==> config.mk <==
export PLATFORM = sky130hd
export DESIGN_NAME = icache_ro
export DESIGN_NICKNAME = d
export VERILOG_FILES = /design/src/rtl/icache_ro.sv
export SDC_FILE = /design/constraint.sdc
export NUM_CORES = 1
export LEC_CHECK = 0
export ABC_CLOCK_PERIOD_IN_PS = 38800
export CORE_ASPECT_RATIO = 0.7
export CORE_MARGIN = 2
export CORE_UTILIZATION = 55
export CTS_CLUSTER_DIAMETER = 50
export CTS_CLUSTER_SIZE = 16
export DETAILED_ROUTE_END_ITERATION = 7
export PLACE_DENSITY = 0.75
export SKIP_LAST_GASP = 1
export SYNTH_ARGS = -nofsm -noshare
export SYNTH_HDL_FRONTEND = slang
export SYNTH_SLANG_ARGS = --single-unit
==> constraint.sdc <==
create_clock -name clk -period 38.8 [get_ports clk]
set_clock_uncertainty 0.05 [all_clocks]
set_input_delay 7.76 -clock clk [delete_from_list [all_inputs] [get_ports clk]]
set_output_delay 7.76 -clock clk [all_outputs]
set_load 0.05 [all_outputs]
==> src/rtl/icache_ro.sv <==
// icache_ro: read-only direct-mapped instruction cache, 4-word lines, NUM_BLOCKS lines.
// Hits return data in the same cycle. A miss stalls the fetch side for the memory latency plus one cycle.
// Optional hit/miss counters are built only when ICACHE_STATS_EN is defined.
module icache_ro #(
  parameter int NUM_BLOCKS = 8
) (
  input  logic         clk,
  input  logic         rst,
  input  logic         proc_read,
  input  logic         proc_write,
  input  logic [29:0]  proc_addr,
  input  logic [31:0]  proc_wdata,
  output logic [31:0]  proc_rdata,
  output logic         proc_stall,
  output logic         mem_read,
  output logic         mem_write,
  output logic [27:0]  mem_addr,
  output logic [127:0] mem_wdata,
  input  logic [127:0] mem_rdata,
  input  logic         mem_ready
`ifdef ICACHE_STATS_EN
  ,
  output logic [31:0]  hit_count,
  output logic [31:0]  miss_count
`endif
);

  localparam int IDX_W = $clog2(NUM_BLOCKS);
  localparam int TAG_W = 28 - IDX_W;

  typedef enum logic {S_IDLE, S_FETCH} state_t;

  state_t                 r_state;
  logic                   r_mem_read;
  logic [27:0]            r_miss_addr;
  logic [NUM_BLOCKS-1:0]  r_valid;
  logic [TAG_W-1:0]       r_tag  [NUM_BLOCKS];
  logic [127:0]           r_data [NUM_BLOCKS];

  logic [IDX_W-1:0]       w_idx;
  logic [TAG_W-1:0]       w_tag;
  logic [IDX_W-1:0]       w_fill_idx;
  logic [127:0]           w_line;
  logic                   w_hit;
  logic                   w_fill;
  logic                   w_unused;

  // Address fields of the current request and of the outstanding miss.
  assign w_idx      = proc_addr[IDX_W+1:2];
  assign w_tag      = proc_addr[29:IDX_W+2];
  assign w_fill_idx = r_miss_addr[IDX_W-1:0];

  // Writes are not supported; their data and strobe are deliberately dropped.
  assign w_unused = ^{proc_write, proc_wdata};

  assign w_hit  = proc_read && r_valid[w_idx] && (r_tag[w_idx] == w_tag);
  assign w_line = r_data[w_idx];

  // Word select is unconditional; the requester qualifies it with !proc_stall.
  assign proc_rdata = w_line[{proc_addr[1:0], 5'b00000} +: 32];

  // The refill cycle itself still stalls; the hit is seen in the following idle cycle.
  assign proc_stall = (r_state == S_FETCH) || (proc_read && !w_hit);

  // A mem_ready pulse coinciding with reset must not fill a line.
  assign w_fill = (r_state == S_FETCH) && mem_ready && !rst;

  assign mem_read  = r_mem_read;
  assign mem_write = 1'b0;
  assign mem_addr  = r_miss_addr;
  assign mem_wdata = '0;

  // Control FSM: launches a line read on a miss and waits for the memory pulse.
  always_ff @(posedge clk) begin
    if (rst) begin
      r_state     <= S_IDLE;
      r_mem_read  <= 1'b0;
      r_miss_addr <= '0;
      r_valid     <= '0;
    end else begin
      case (r_state)
        S_IDLE: begin
          if (proc_read && !w_hit) begin
            r_miss_addr <= proc_addr[29:2];
            r_mem_read  <= 1'b1;
            r_state     <= S_FETCH;
          end
        end
        S_FETCH: begin
          if (mem_ready) begin
            r_valid[w_fill_idx] <= 1'b1;
            r_mem_read          <= 1'b0;
            r_state             <= S_IDLE;
          end
        end
        default: begin
          r_state    <= S_IDLE;
          r_mem_read <= 1'b0;
        end
      endcase
    end
  end

  // Line data and tag storage; contents only matter once the valid bit is set.
  always_ff @(posedge clk) begin
    if (w_fill) begin
      r_data[w_fill_idx] <= mem_rdata;
      r_tag[w_fill_idx]  <= r_miss_addr[27:IDX_W];
    end
  end

`ifdef ICACHE_STATS_EN
  logic [31:0] r_hit_count;
  logic [31:0] r_miss_count;

  // Hits count only in idle cycles; a miss counts once when the refill starts.
  always_ff @(posedge clk) begin
    if (rst) begin
      r_hit_count  <= '0;
      r_miss_count <= '0;
    end else if (r_state == S_IDLE) begin
      if (w_hit) begin
        r_hit_count <= r_hit_count + 32'd1;
      end
      if (proc_read && !w_hit) begin
        r_miss_count <= r_miss_count + 32'd1;
      end
    end
  end

  assign hit_count  = r_hit_count;
  assign miss_count = r_miss_count;
`endif

endmodule
Yosys cells after proc, flatten, opt, wreduce, memory -nomap -nowiden
Memory sizes are Yosys's and may differ from the RTL's.
Index checks and enable logic that the tools add are counted.
{"block": "classes", "eq_ne": 3, "n_bitwise": 2, "order_cmp": 3, "n_shift": 1, "n_reduce_logical": 12, "n_mux": 12}
{"operator": "$shiftx A128 B8 Y32", "n": 1}
{"operator": "$eq A25 B25 Y1", "n": 1}
{"operator": "$lt A3 B4 Y1 const B", "n": 2}
{"operator": "$mux W1", "n": 8}
{"operator": "$or A8 B8 Y8", "n": 1}
{"operator": "$logic_and A1 B1 Y1", "n": 6}
{"operator": "$reduce_and A2 Y1", "n": 3}
{"operator": "$ne A2 B2 Y1 const B", "n": 2}
{"operator": "$pmux W1 S2", "n": 2}
{"operator": "$bmux W1 S3", "n": 1}
{"operator": "$demux W1 S3", "n": 1}
{"operator": "$ge A3 B1 Y1 const B", "n": 1}
{"operator": "$logic_not A1 Y1", "n": 2}
{"operator": "$logic_or A1 B1 Y1", "n": 1}
{"operator": "$not A1 Y1", "n": 1}
{"block": "totals", "ram_bits": 1224, "output_inout_bits": 191, "inputBits": 195, "elab_cells": 39, "n_memories": 2, "ff_bits": 38}
{"memory": "r_data", "words": 8, "word_bits": 128, "read_ports": 1, "rd_clocked_by_memory_dff": 0, "wr": 1, "line_no": "38", "source": "logic [127:0] r_data [NUM_BLOCKS];"}
{"memory": "r_tag", "words": 8, "word_bits": 25, "read_ports": 1, "rd_clocked_by_memory_dff": 0, "wr": 1, "line_no": "37", "source": "logic [TAG_W-1:0] r_tag [NUM_BLOCKS];"}

Longest topological paths before layout
{"block": "depth", "ltp_word": 8, "depth_mapped": 13, "mapped_depth_nobuf": 7}

Least setup slack after synthesis
OpenSTA, ideal clock, no wires.
{"block": "synth_path", "path_kind": "in2reg", "startpoint": "input mem_ready", "endpoint": "memory r_data[0][0], enable pin", "arrival_time_ps": 18549, "setup_ps": 855, "slack_ps": 19346, "stages": 3, "n_path_buf": 0, "cell_sequence": "nand2_1 or3_1 nor3_1"}
{"block": "synth_via", "elab_chain_len": 4}
{"item": "start: declaration", "line_no": "20", "source": "input logic mem_ready"}
{"item": "$logic_and A1 B1 Y1 (2 in series)", "line_no": "66", "source": "assign w_fill = (r_state == S_FETCH) && mem_ready && !rst;"}
{"item": "$mux W1", "line_no": "106", "source": "if (w_fill) begin"}
{"item": "$mux W1 (not written as such)", "line_no": "107", "source": "r_data[w_fill_idx] <= mem_rdata;"}
{"item": "end: declaration", "line_no": "38"}
No other way between the ends.

Worst setup path in the final report
{"block": "layout_path", "startpoint": "input proc_addr[3]", "endpoint": "output proc_rdata[19]"}
{"block": "layout_via", "elab_chain_len": 2}
{"item": "start: declaration", "line_no": "11", "source": "input logic [29:0] proc_addr,"}
{"item": "$mem_v2 Z8 W128"}
{"item": "$shiftx A128 B8 Y32", "line_no": "60", "source": "assign proc_rdata = w_line[{proc_addr[1:0], 5'b00000} +: 32];"}
{"item": "end: declaration", "line_no": "13", "source": "output logic [31:0] proc_rdata,"}
No other way between the ends.

==> results.md <==
- Area contributors post-synth: edfxtp_1, mux4_2, buf_4
- Fillers: 5759
- Count of state elements after synthesis: 1262
- Crit start category: input port
- Max Freq: 49.88 MHz
- Max Root-Sink Buffers: 3
- Inst Count DP: 3425
- Met1 GRT Util: 29.34%
- Port-buffer cells: 223
- Vias: 21500
- Largest net degree at the start of global routing: 132
- Htree depth: 3
- Layout cell share with drive strength beyond 1: 23.99%
- Worst setup margin: 18.75 ns
- Post-CTS Setup Inserts: 0
- Max_cap viols: 0
- Global Route Usage Sum: 22.03%
- Met3 Use GR: 5.542%
- Drt wl/cell: 27.82 µm
- Final setup viols: 0
- Register area share after synthesis: 76.51%
- Fin cells: 3589
- Gpl congestion: 0.7492
- Hold buffers post-CTS: 0
- Final ANT Viol Nets: 0
- CTS tree: yes
- Nets@finish: 2561
- Die Area: 0.09159 mm²
- CTS Buf Count: 101
- Crit Path Max Fanout: 131
- Final HPWL DP: 54.22 mm
- Final wirelength: 99.84 mm
- Clock Sinks: 1262
- Drt pass-1 iters: 5
- RSZ-0062 raised after global routing: false
- Critical path required time: 30.99 ns
- Final min period: 20.05 ns
- DR vias/cell: 5.989
- Ys Warns: 0
- WS Path Type: input port to output port
- Most used routing layer: met2
- Syn_area_per_cell: 23.25 µm²
- Post-Place Setup Slack: 18.59 ns
- Antenna violations before repair: 19
- Slew headroom: 25.93%
- CP endpoint kind: output port
- Synthesized instance count: 2109
- Met2 usage: 36.99%
- Hold Fails Final Rpt: 0
- Row Count: 91
- Pwr/cell area: 49.30 mW/mm²
- CP arrival: 12.24 ns
- I/O Pins: 386
- Min-Delay Path Class: flip-flop to flip-flop
- Iteration-0 DRC Markers: 1895
- Biggest area consumer among synthesized cells: edfxtp_1
- Leak: 17.68 nW
- GRT overflow: 0
- Root Buffer: clkbuf_16
- Area share of the largest cell type after synthesis: 74.96%
- Initial Util: 55.57%
- DR DRC count: 0
- Chip width: 360.9 µm
- Peak supply drop: 0.00003456 V
- Clock latency on the worst-skew pair: 0.69 ns
- Final worst path period share: 51.67%
- First-pass GRT wire length: 147.1 mm
- Clk pin slew, worst setup/hold paths: 0.07 ns
- Status: finished clean
- Area Overhead vs Synth: 12.79%
- Die height: 253.8 µm
- Mapped Area: 0.04903 mm²
- Area of the core: 0.08824 mm²
- Post-CTS sizing: 0
- Setup_tns: 0 ns
- Post-synth cell types: 35
- Number of global-route vias before repair: 22610
- Actual slew at the worst max-slew pin: 1.111 ns
- Final Max Slew Viols: 0
[cells by family (layout without fill, tap and decap cells)]
group,after synthesis,in the layout,synth area share [%]
flip-flops,1262,1262,76.51
multiplexers,466,466,18.73
buffers and inverters,232,417,2.998
AND/OR/NAND/NOR,96,96,0.8727
AO/OA/AOI/OAI,27,27,0.4313
XOR/XNOR,25,25,0.4466
other,1,134,0.007648
[critical path, stage by stage]
cell             delay [ns]
buf_8                  0.69
buf_12                 0.61
buf_4                  0.89
mux4_2                 0.43
mux4_2                 0.56
mux2_2                 0.31
clkdlybuf4s50_1        0.70
[per-stage QoR]
stage	instance area (µm²)	utilization, %	hold slack (ns)	power [mW]
after floorplan	49510	-	0.3711	1.679
after global placement	52080	59.02	0.3783	1.730
after global routing	55300	62.67	0.4149	2.806
after CTS	55290	62.66	0.4086	2.749
after detailed placement	52080	59.02	0.3934	1.735
final	55300	62.67	0.4084	2.726
[report_power, final]
group	total, mW	internal [mW]	switching [mW]
logic	0.195	0.0752	0.120
registers	1.51	1.50	0.00631
clock network	1.02	0.561	0.462
[registers in the layout, summed over array words and instances (netlist names)]
register and flops:
mem_addr 28, mem_read 1, r_data 1024, r_state 1
r_tag 200, r_valid 8
[cell usage after synthesis, drive strengths merged]
| library cell | instances |
|---|---|
| buf | 182 |
| mux4 | 356 |
| a21oi | 2 |
| nor3 | 2 |
| inv | 1 |
| mux2 | 41 |
| dfxtp | 38 |
| a21o | 8 |
| a221oi | 7 |
| o22ai | 4 |
| nor2b | 4 |
| mux2i | 69 |
| nor4 | 4 |
| conb | 1 |
| and2 | 1 |
| edfxtp | 1224 |
| nand2b | 5 |
| nand4 | 5 |
| o41a | 1 |
| nand3 | 1 |
| clkbuf | 49 |
| xnor2 | 23 |
| nor2 | 9 |
| nand3b | 2 |
| nand2 | 62 |
| or3 | 1 |
| xor2 | 2 |
| a22o | 3 |
| o41ai | 2 |
[layout by cell type (no fill, tap or decap), types with 2 or more instances in the layout]
| master | count |
|---|---|
| mux2i_1 | 69 |
| conb_1 | 129 |
| nor2b_1 | 4 |
| inv_6 | 5 |
| o22ai_1 | 4 |
| nor3_2 | 2 |
| bufinv_16 | 9 |
| buf_8 | 2 |
| nand2b_1 | 5 |
| inv_12 | 2 |
| clkbuf_16 | 106 |
| mux4_1 | 4 |
| nor4_1 | 3 |
| clkbuf_1 | 16 |
| a21oi_1 | 2 |
| nand4_1 | 5 |
| buf_12 | 2 |
| a22o_1 | 3 |
| nand2_1 | 62 |
| clkinvlp_4 | 3 |
| clkinv_8 | 2 |
| buf_4 | 33 |
| clkdlybuf4s50_1 | 218 |
| clkinv_2 | 7 |
| nand3b_1 | 2 |
| inv_8 | 2 |
| clkbuf_8 | 2 |
| mux2_2 | 41 |
| o41ai_1 | 2 |
| edfxtp_1 | 1224 |
| nor2_4 | 6 |
| a21o_1 | 8 |
| dfxtp_1 | 38 |
| xnor2_1 | 23 |
| nor2_1 | 3 |
| clkinv_1 | 4 |
| mux4_2 | 352 |
| a221oi_1 | 7 |
| xor2_1 | 2 |
| diode_2 | 5 |
[worst paths after layout]
kind         slack (ns)        endpoint          from  depth (start not counted)
min                0.41      r_valid[7]    r_valid[7]                          1
max               18.75  proc_rdata[19]  proc_addr[3]                          7
max reg2reg       34.45   r_data[4][12]       r_state                          6
min reg2reg        0.41      r_valid[7]    r_valid[7]                          1
[cell type report]
cell class / count / area, µm² / area share, %
clock inverters: 36 / 489.2 / 0.8846
clock buffers: 123 / 2726 / 4.930
well taps: 1162 / 1454 / 2.629
multi-input cells: 743 / 10580 / 19.14
repair buffers: 257 / 2519 / 4.554
inverters: 1 / 3.754 / 0.006787
flip-flops and latches: 1262 / 37520 / 67.84
diodes: 5 / 12.51 / 0.02262
[layer usage]
metal	share of wire, %	up-vias
met2	51	750
li1	-	9105
met1	39	11450
met5	0.15	-
met4	1.9	26
met3	7.3	163
Note: power is estimated with default switching activity, not from simulation.
